**config.mk**
```make
export PLATFORM = sky130hd
export DESIGN_NAME = vga_timing_gen
export DESIGN_NICKNAME = d
export VERILOG_FILES = /design/src/rtl/vga_timing_gen.sv
export SDC_FILE = /design/constraint.sdc
export NUM_CORES = 1
export LEC_CHECK = 0
export CORE_ASPECT_RATIO = 0.8
export CORE_MARGIN = 10
export CORE_UTILIZATION = 25
export DETAILED_ROUTE_END_ITERATION = 10
export PLACE_DENSITY = 0.45
export SYNTH_ARGS = -nofsm -noshare
export SYNTH_HDL_FRONTEND = slang
export SYNTH_SLANG_ARGS = --single-unit
export TNS_END_PERCENT = 50
```
**constraint.sdc**
```tcl
create_clock -name clk -period 2.44 [get_ports clk]
set_input_delay 0.366 -clock clk [delete_from_list [all_inputs] [get_ports clk]]
set_output_delay 0.366 -clock clk [all_outputs]
set_load 0.02 [all_outputs]
```
**src/rtl/vga_timing_gen.sv**
```systemverilog
`default_nettype none
// ============================================================================
//  Module      : vga_timing_gen
//  Description : Display raster timing generator. Divides the system clock
//                into a pixel strobe and produces screen position, sync,
//                data-enable and line/frame start strobes.
//  Revision    : 1.0 - initial release
// ============================================================================
module vga_timing_gen #(
  parameter int   CORDW   = 10,
  parameter int   CLK_DIV = 2,
  parameter int   H_RES   = 640,
  parameter int   H_FP    = 16,
  parameter int   H_SYNC  = 96,
  parameter int   H_BP    = 48,
  parameter int   V_RES   = 480,
  parameter int   V_FP    = 10,
  parameter int   V_SYNC  = 2,
  parameter int   V_BP    = 33,
  parameter logic H_POL   = 1'b0,
  parameter logic V_POL   = 1'b0
) (
  input  logic             clk,
  input  logic             rst_n,
  input  logic             restart,
  output logic             pix_en,
  output logic [CORDW-1:0] sx,
  output logic [CORDW-1:0] sy,
  output logic             hsync,
  output logic             vsync,
  output logic             de,
  output logic             line,
  output logic             frame
);

  // Raster geometry, all expressed in the coordinate width.
  localparam int c_H_TOTAL = H_RES + H_FP + H_SYNC + H_BP;
  localparam int c_V_TOTAL = V_RES + V_FP + V_SYNC + V_BP;

  localparam logic [CORDW-1:0] c_H_LAST     = CORDW'(c_H_TOTAL - 1);
  localparam logic [CORDW-1:0] c_V_LAST     = CORDW'(c_V_TOTAL - 1);
  localparam logic [CORDW-1:0] c_H_ACT      = CORDW'(H_RES);
  localparam logic [CORDW-1:0] c_V_ACT      = CORDW'(V_RES);
  localparam logic [CORDW-1:0] c_HS_START   = CORDW'(H_RES + H_FP);
  localparam logic [CORDW-1:0] c_HS_END     = CORDW'(H_RES + H_FP + H_SYNC);
  localparam logic [CORDW-1:0] c_VS_START   = CORDW'(V_RES + V_FP);
  localparam logic [CORDW-1:0] c_VS_END     = CORDW'(V_RES + V_FP + V_SYNC);
  localparam logic [CORDW-1:0] c_COORD_ONE  = CORDW'(1);

  logic [CORDW-1:0] sx_q, sx_d;
  logic [CORDW-1:0] sy_q, sy_d;
  logic             hsync_q, hsync_d;
  logic             vsync_q, vsync_d;
  logic             de_q, de_d;

  // --------------------------------------------------------------------------
  // Pixel-rate divider. With a divide of one there is no counter at all and
  // the strobe is tied high, so it also reads 1 while reset is asserted.
  // --------------------------------------------------------------------------
  generate
    if (CLK_DIV == 1) begin : g_div_bypass
      assign pix_en = 1'b1;
    end else begin : g_div_cnt
      localparam int                 c_DIV_W    = $clog2(CLK_DIV);
      localparam logic [c_DIV_W-1:0] c_DIV_LAST = c_DIV_W'(CLK_DIV - 1);
      localparam logic [c_DIV_W-1:0] c_DIV_ONE  = c_DIV_W'(1);

      logic [c_DIV_W-1:0] div_cnt_q, div_cnt_d;

      // Next divider count: wrap at the last phase, restart realigns to phase 0.
      always_comb begin
        div_cnt_d = div_cnt_q + c_DIV_ONE;
        if (restart || (div_cnt_q == c_DIV_LAST)) begin
          div_cnt_d = '0;
        end
      end

      // Divider phase register.
      always_ff @(posedge clk or negedge rst_n) begin
        if (!rst_n) begin
          div_cnt_q <= '0;
        end else begin
          div_cnt_q <= div_cnt_d;
        end
      end

      assign pix_en = (div_cnt_q == c_DIV_LAST);
    end
  endgenerate

  // Next raster position. Restart parks the raster on the last pixel of the
  // last line, so the first advance after it lands on (0,0) exactly as after
  // reset release. Restart takes priority over any pending advance or wrap.
  always_comb begin
    sx_d = sx_q;
    sy_d = sy_q;
    if (restart) begin
      sx_d = c_H_LAST;
      sy_d = c_V_LAST;
    end else if (pix_en) begin
      if (sx_q == c_H_LAST) begin
        sx_d = '0;
        if (sy_q == c_V_LAST) begin
          sy_d = '0;
        end else begin
          sy_d = sy_q + c_COORD_ONE;
        end
      end else begin
        sx_d = sx_q + c_COORD_ONE;
      end
    end
  end

  // Sync and data-enable decoded from the next position, so the registered
  // versions always describe the position presented alongside them.
  always_comb begin
    hsync_d = ~H_POL;
    vsync_d = ~V_POL;
    de_d    = 1'b0;
    if ((sx_d >= c_HS_START) && (sx_d < c_HS_END)) begin
      hsync_d = H_POL;
    end
    if ((sy_d >= c_VS_START) && (sy_d < c_VS_END)) begin
      vsync_d = V_POL;
    end
    if ((sx_d < c_H_ACT) && (sy_d < c_V_ACT)) begin
      de_d = 1'b1;
    end
  end

  // Raster state register; reset presents the last pixel of the frame with
  // sync inactive and the active area closed.
  always_ff @(posedge clk or negedge rst_n) begin
    if (!rst_n) begin
      sx_q    <= c_H_LAST;
      sy_q    <= c_V_LAST;
      hsync_q <= ~H_POL;
      vsync_q <= ~V_POL;
      de_q    <= 1'b0;
    end else begin
      sx_q    <= sx_d;
      sy_q    <= sy_d;
      hsync_q <= hsync_d;
      vsync_q <= vsync_d;
      de_q    <= de_d;
    end
  end

  // Line and frame strobes are qualified by the pixel strobe so each lasts
  // exactly one clk even though the position is held for CLK_DIV cycles.
  always_comb begin
    line  = pix_en && (sx_q == '0);
    frame = pix_en && (sx_q == '0) && (sy_q == '0);
  end

  assign sx    = sx_q;
  assign sy    = sy_q;
  assign hsync = hsync_q;
  assign vsync = vsync_q;
  assign de    = de_q;

endmodule
`default_nettype wire

```
==> metrics.csv, run 1 <==
stage,metric,value,unit
die,start_util,0.261,
detailed_routing,wl_per_cell,14.8,um
timing,hold_viol,0,
die,core,5560,um2
pwr,pwr-share-clk,0.257,
detailed_routing,route.detailed.drc,0,
pwr,power-per-cell-area,536,nW/um2
critical_path,end_kind,output port,
run,drv_cap,0,
die,ioPinCount,29,
clocking,clock_sinks,24,
yosys,synth.avg_cell_area,9.49,um2
critical_path,cp_top_family,simple AND/OR/NAND/NOR gates,
placed_design,dp.final_hpwl,3090,um
detailed_routing,top_layer,met4,
finish,fillers,586,
critical_path,crit_arrival,1.94,ns
yosys,synth_cells,153,
die,die_y,88.2,um
timing,fin_crit,2.31,ns
critical_path,path_class,register to output port,
finish,final_nets,201,
global_route,grt_max_degree,25,
detailed_routing,wirelength,4000,um
detailed_routing,initialDrtViolationCount,119,
finish,regArea,616,um2
pwr,p_sw,0.329,mW
pwr,p_leak,0.803,nW
yosys,synth_edf_count,0,
clocking,path_clk_slew,0.08,ns
critical_path,cpMaxStageDelayCell,or4b_4,
clocking,hold_buffers,0,
yosys,synth_area,1450,um2
critical_path,required,2.07,ns
clocking,clk_path_buf_depth,2,
yosys,yosysWarnings,0,
placed_design,numPortBuffers,28,
die,die_x,105,um
finish,area_growth,34.6,%
finish,multiInputGateArea,787,um2
pwr,vdd_ir_drop_max,0.174,mV
timing,finalCritPeriodShare,0.945,
timing,fmax,0.434,GHz
hold_path,min_path_type,primary input to async pin,
detailed_routing,wl_met1,1880,um
timing,tightest_slew,0.369,ns
detailed_routing,dr_total_vias,1300,
critical_path,crit_chain,inv_1 > ha_1 > or4b_4 > nor2_1 > and3_1 > clkdlybuf4s15_1,
clocking,clk_latency,0.26,ns
clocking,cts_setup_buffers,0,
finish,final_common_cell,clkdlybuf4s50_1,
pwr,p_comb_frac,0.295,
outcome,status,finished clean,
yosys,postSynth.topFlopCell,dfstp_2,
yosys,synth_seq_cells,24,
yosys,ys_seq_area_frac,0.424,
yosys,synth_cell_type_count,47,
critical_path,start_kind,register,
detailed_routing,met3_length,168,um
finish,final_cell_area,1960,um2
timing,slew_viol_final,0,
critical_path,cpPeakStageDelay,0.49,ns
placed_design,gp_congestion,0.861,
global_route,grt_use_total,0.0872,
detailed_routing,via_per_inst,4.80,
global_route,overflow,0,
timing,tns,0,ns
detailed_routing,drtAntennaViolNets,0,
die,fp.dieArea,9280,um2
finish,drive_gt1_frac,0.223,
finish,antenna_cells,0,
global_route,grt_pass1_vias,1254,
clocking,htreeDepth,1,
timing,rsz0062_at_grt,no,
global_route,antenna_found_initial,0,
pwr,pwr-share-seq,0.448,
global_route,grt_pass1_wl,6720,um
detailed_routing,first_pass_iters,4,
clocking,cts_tree,done,
timing,slew_headroom,0.752,
placed_design,place_area,1890,um2
pwr,p_sw_frac,0.314,
clocking,cts_root_buf,clkbuf_8,
finish,mostFrequentLayoutCells,"clkdlybuf4s50_1 (27), nor2_1 (14), dfrtp_1 (12), dfstp_2 (12), buf_4 (12)",
detailed_routing,met2_length,1870,um
yosys,synthArstFlopShare,1.00,
yosys,syn_nets,160,
clocking,cts_buffers,3,
critical_path,cp_num_buf_inv,2,
timing,finClkSkew,0.00195,ns
pwr,p_int,0.720,mW
die,row_count,24,
critical_path,critPathMaxFanout,3,
timing,setup_viol,0,
==> path summary, 6_finish.rpt <==
kind,endpoint,cells past startpoint,startpoint,slack [ns]
worst max-delay path,frame,6,sy[0],0.13
worst min-delay path,sy[7],2,rst_n,0.46
worst max register to register,sy[6],6,sx[1],0.17
worst min register to register,sx[0],2,pix_en,0.60
max in group asynchronous,sx[2],2,rst_n,1.70
min in group clk,sx[0],2,pix_en,0.60
==> kinds of logic after synthesis <==
kind of cell | share of synthesized area
adders and majority gates | 0.0345
and+or+nand+nor | 0.314
xor gates and xnor gates | 0.0362
muxes | 0.00689
buffers and inverters | 0.0431
AOI/OAI and AO/OA | 0.141
DFF | 0.424
==> cell usage after synthesis, types with 2 or more instances <==
cell	count	area (um2)
nand2b_1	5	31.3
nand4_1	6	37.5
inv_1	8	30.0
and4_1	3	26.3
a31oi_1	2	12.5
nor3_1	8	40.0
nand3_1	5	25.0
nor2_1	14	52.6
xor2_1	3	26.3
a21o_1	2	15.0
nor4_1	4	25.0
nand2_1	10	37.5
clkbuf_1	2	7.51
and3_1	7	43.8
dfrtp_1	12	300
a21oi_1	9	45.0
nor3_2	2	20.0
xnor2_1	3	26.3
ha_1	4	50.1
dfstp_2	12	315
o21ai_0	4	20.0
nor3b_1	2	15.0
o21a_1	2	15.0
==> sequential cells by signal, summed over array words and instances, names as in the netlist <==
signal / cells
pix_en: 1
vsync: 1
sx: 10
hsync: 1
sy: 10
de: 1
==> stage by stage <==
stage	cells	hold slack, ns	utilization	worst slack [ns]	total power [mW]
floorplan	153	0.0704	-	0.136	0.660
global placement	267	0.574	0.340	0.149	0.786
detailed placement	267	0.588	0.340	0.134	0.783
CTS	271	0.463	0.350	0.0947	1.06
global route	271	0.475	0.352	0.0241	1.12
finish	271	0.456	0.352	0.134	1.05
==> cell type report <==
cell class / instances / share of cell area
well taps: 78 / 0.0499
clock buffers: 4 / 0.0282
flip-flops and latches: 24 / 0.315
inverters: 8 / 0.0154
multi-input cells: 117 / 0.402
repair buffers: 40 / 0.189
==> power groups by stage <==
stage / clock [mW] / combinational (mW) / sequential (mW)
2_1_floorplan: 0 / 0.158 / 0.502
3_3_place_gp: 0 / 0.309 / 0.476
3_5_place_dp: 0 / 0.307 / 0.477
4_1_cts: 0.279 / 0.308 / 0.470
5_1_grt: 0.300 / 0.342 / 0.476
6_report: 0.269 / 0.310 / 0.470
==> worst reg2reg max path, cell delays in order, from the launching register on <==
cell	delay, ns
dfstp_2	0.58
ha_1	0.23
and4_2	0.32
nand4_2	0.22
buf_4	0.24
or3_2	0.44
a21oi_1	0.16
==> layer usage <==
| layer | GRT usage | vias to the layer above |
|---|---|---|
| met5 | 0 | - |
| met4 | 0.0336 | 0 |
| met3 | 0.0191 | 6 |
| met2 | 0.137 | 24 |
| met1 | 0.114 | 625 |
| li1 | - | 645 |
==> timing repair <==
| action | 4_1_cts | 5_1_grt |
|---|---|---|
| hold endpoints to repair | 0 | 0 |
| resized for setup | 1 | 5 |
| endpoints found under the setup margin | 1 | 4 |
(Power assumes the default switching activity.)
==> inputs of run 2 (changes only) <==
--- a/config.mk
+++ b/config.mk
@@ -9,7 +9,9 @@
 export CORE_MARGIN = 10
 export CORE_UTILIZATION = 25
 export DETAILED_ROUTE_END_ITERATION = 10
+export MAX_ROUTING_LAYER = met4
 export PLACE_DENSITY = 0.45
+export SETUP_SLACK_MARGIN = 0.02
 export SYNTH_ARGS = -nofsm -noshare
 export SYNTH_HDL_FRONTEND = slang
 export SYNTH_SLANG_ARGS = --single-unit
==> run 2 against run 1 <==
  * First-iteration DRC count is 6.7% higher
  * Non-clock buffer count stayed put
  * Setup slack worse by 0.0015 ns
  * Largest power group unchanged
  * Die area is the same
  * Critical path depth unchanged
  * Clock power about the same
  * Register-to-register slack hardly changed
  * Final cell count unchanged
  * Sequential share of layout area unchanged
  * Maximum frequency about the same
  * Highest routed layer unchanged
==> metrics.csv, run 2 (same netlist as run 1, synthesis figures left out) <==
stage,metric,value,unit
die,start_util,0.261,
pwr,p_comb_frac,0.295,
clocking,clk_path_buf_depth,2,
finish,final_cell_area,1960,um2
global_route,overflow,0,
critical_path,required,2.07,ns
pwr,power-per-cell-area,537,nW/um2
timing,post-route-worst-setup-slack,0.132,ns
placed_design,gp_congestion,0.874,
timing,finClkSkew,0.00214,ns
finish,mostFrequentLayoutCells,"clkdlybuf4s50_1 (27), nor2_1 (14), dfrtp_1 (12), dfstp_2 (12), buf_4 (12)",
detailed_routing,via_per_inst,4.84,
die,fp.dieArea,9280,um2
critical_path,cpMaxStageDelayCell,or4b_4,
die,die_x,105,um
critical_path,start_kind,register,
global_route,grt_max_degree,25,
detailed_routing,route.detailed.drc,0,
detailed_routing,drtAntennaViolNets,0,
pwr,vdd_ir_drop_max,0.174,mV
global_route,grt_use_total,0.0899,
timing,tightest_slew,0.362,ns
placed_design,dp.final_hpwl,3090,um
outcome,status,finished clean,
finish,drive_gt1_frac,0.223,
timing,rsz0062_at_grt,no,
critical_path,cp_num_buf_inv,2,
die,die_y,88.2,um
global_route,globalRouteMet1Util,0.114,
finish,antenna_cells,0,
clocking,clk_latency,0.26,ns
global_route,antenna_found_initial,0,
clocking,htreeDepth,1,
critical_path,cpPeakStageDelay,0.50,ns
hold_path,min_path_type,primary input to async pin,
die,core,5560,um2
global_route,top_usage_layer,met2,
clocking,cts_tree,done,
clocking,cts_root_buf,clkbuf_8,
placed_design,dp_slack,0.134,ns
placed_design,place_area,1890,um2
critical_path,end_kind,output port,
detailed_routing,wirelength,4010,um
pwr,p_sw,0.329,mW
pwr,pwr-share-seq,0.448,
pwr,p_leak,0.803,nW
detailed_routing,first_pass_iters,4,
clocking,hold_buffers,0,
critical_path,path_class,register to output port,
detailed_routing,dr_total_vias,1311,
timing,finalCritPeriodShare,0.946,
pwr,p_int,0.720,mW
detailed_routing,initialDrtViolationCount,127,
placed_design,dp_cells,267,
clocking,cts_buffers,3,
finish,area_growth,34.6,%
clocking,path_clk_slew,0.08,ns
placed_design,numPortBuffers,28,
timing,tns,0,ns
detailed_routing,wl_per_cell,14.8,um
finish,final_cells,271,
global_route,met3_usage,0.0191,
clocking,clock_sinks,24,
clocking,cts_setup_buffers,0,
die,row_count,24,
critical_path,r2r_setup_slack,0.17,ns
finish,final_nets,201,
critical_path,cp_top_family,simple AND/OR/NAND/NOR gates,
finish,final_common_cell,clkdlybuf4s50_1,
critical_path,critPathMaxFanout,3,
timing,fmax,0.433,GHz
critical_path,crit_arrival,1.94,ns
timing,hold_viol,0,
global_route,use_met2,0.138,
timing,fin_crit,2.31,ns
run,drv_cap,0,
pwr,p_sw_frac,0.314,
pwr,pwr-share-clk,0.257,
timing,slew_headroom,0.757,
timing,setup_viol,0,
global_route,grt_pass1_wl,6710,um
timing,slew_viol_final,0,
global_route,grt_pass1_vias,1257,
critical_path,crit_chain,inv_1 > ha_1 > or4b_4 > nor2_1 > and3_1 > clkdlybuf4s15_1,
die,ioPinCount,29,
run 2: cell counts in the layout (fill, tap and decap cells not counted):
No cell type changed its count.
run 2: path summary, 6_finish.rpt:
path	start	endpoint	depth (start not counted)
max in group asynchronous	rst_n	sx[2]	2
max	sy[0]	frame	6
max reg2reg	sx[1]	sy[6]	6
min	rst_n	sy[7]	2
min in group clk	pix_en	sx[0]	2
min reg2reg	pix_en	sx[0]	2
run 2: final cells by class:
type	instances	area, um2
clock buffer	4	55.1
multi-input combinational	117	787
tap	78	97.6
timing repair buffer	40	370
sequential	24	616
inverter	8	30.0
fill	586	3600
run 2: worst reg2reg max path: stages (launching register included):
cell	delay, ns
dfstp_2	0.58
ha_1	0.23
and4_2	0.32
nand4_2	0.22
buf_4	0.24
or3_2	0.44
a21oi_1	0.16
run 2: power groups by stage:
stage / registers [mW] / clock network (mW) / logic, mW
detailed placement: 0.477 / 0 / 0.307
global placement: 0.476 / 0 / 0.309
floorplan: 0.502 / 0 / 0.158
global route: 0.476 / 0.299 / 0.342
finish: 0.470 / 0.269 / 0.310
CTS: 0.470 / 0.279 / 0.308
run 2: layer usage:
layer  vias to the layer above  routed length [um]
met3                         6                 173
li1                        645                   -
met5                         -                   0
met2                        26                1870
met4                         0                  85
met1                       634                1880
run 2: metrics by stage:
step | utilization | power, mW | hold WS, ns
after global placement | 0.340 | 0.786 | 0.574
after detailed placement | 0.340 | 0.783 | 0.588
final | 0.352 | 1.05 | 0.456
after CTS | 0.350 | 1.06 | 0.463
after floorplan | - | 0.660 | 0.0704
after global routing | 0.352 | 1.12 | 0.475
run 2: repair_timing:
item	4_1_cts	5_1_grt
endpoints found under the hold margin	0	0
gates cloned	0	0
setup endpoints to repair	1	4
resized for setup	1	5
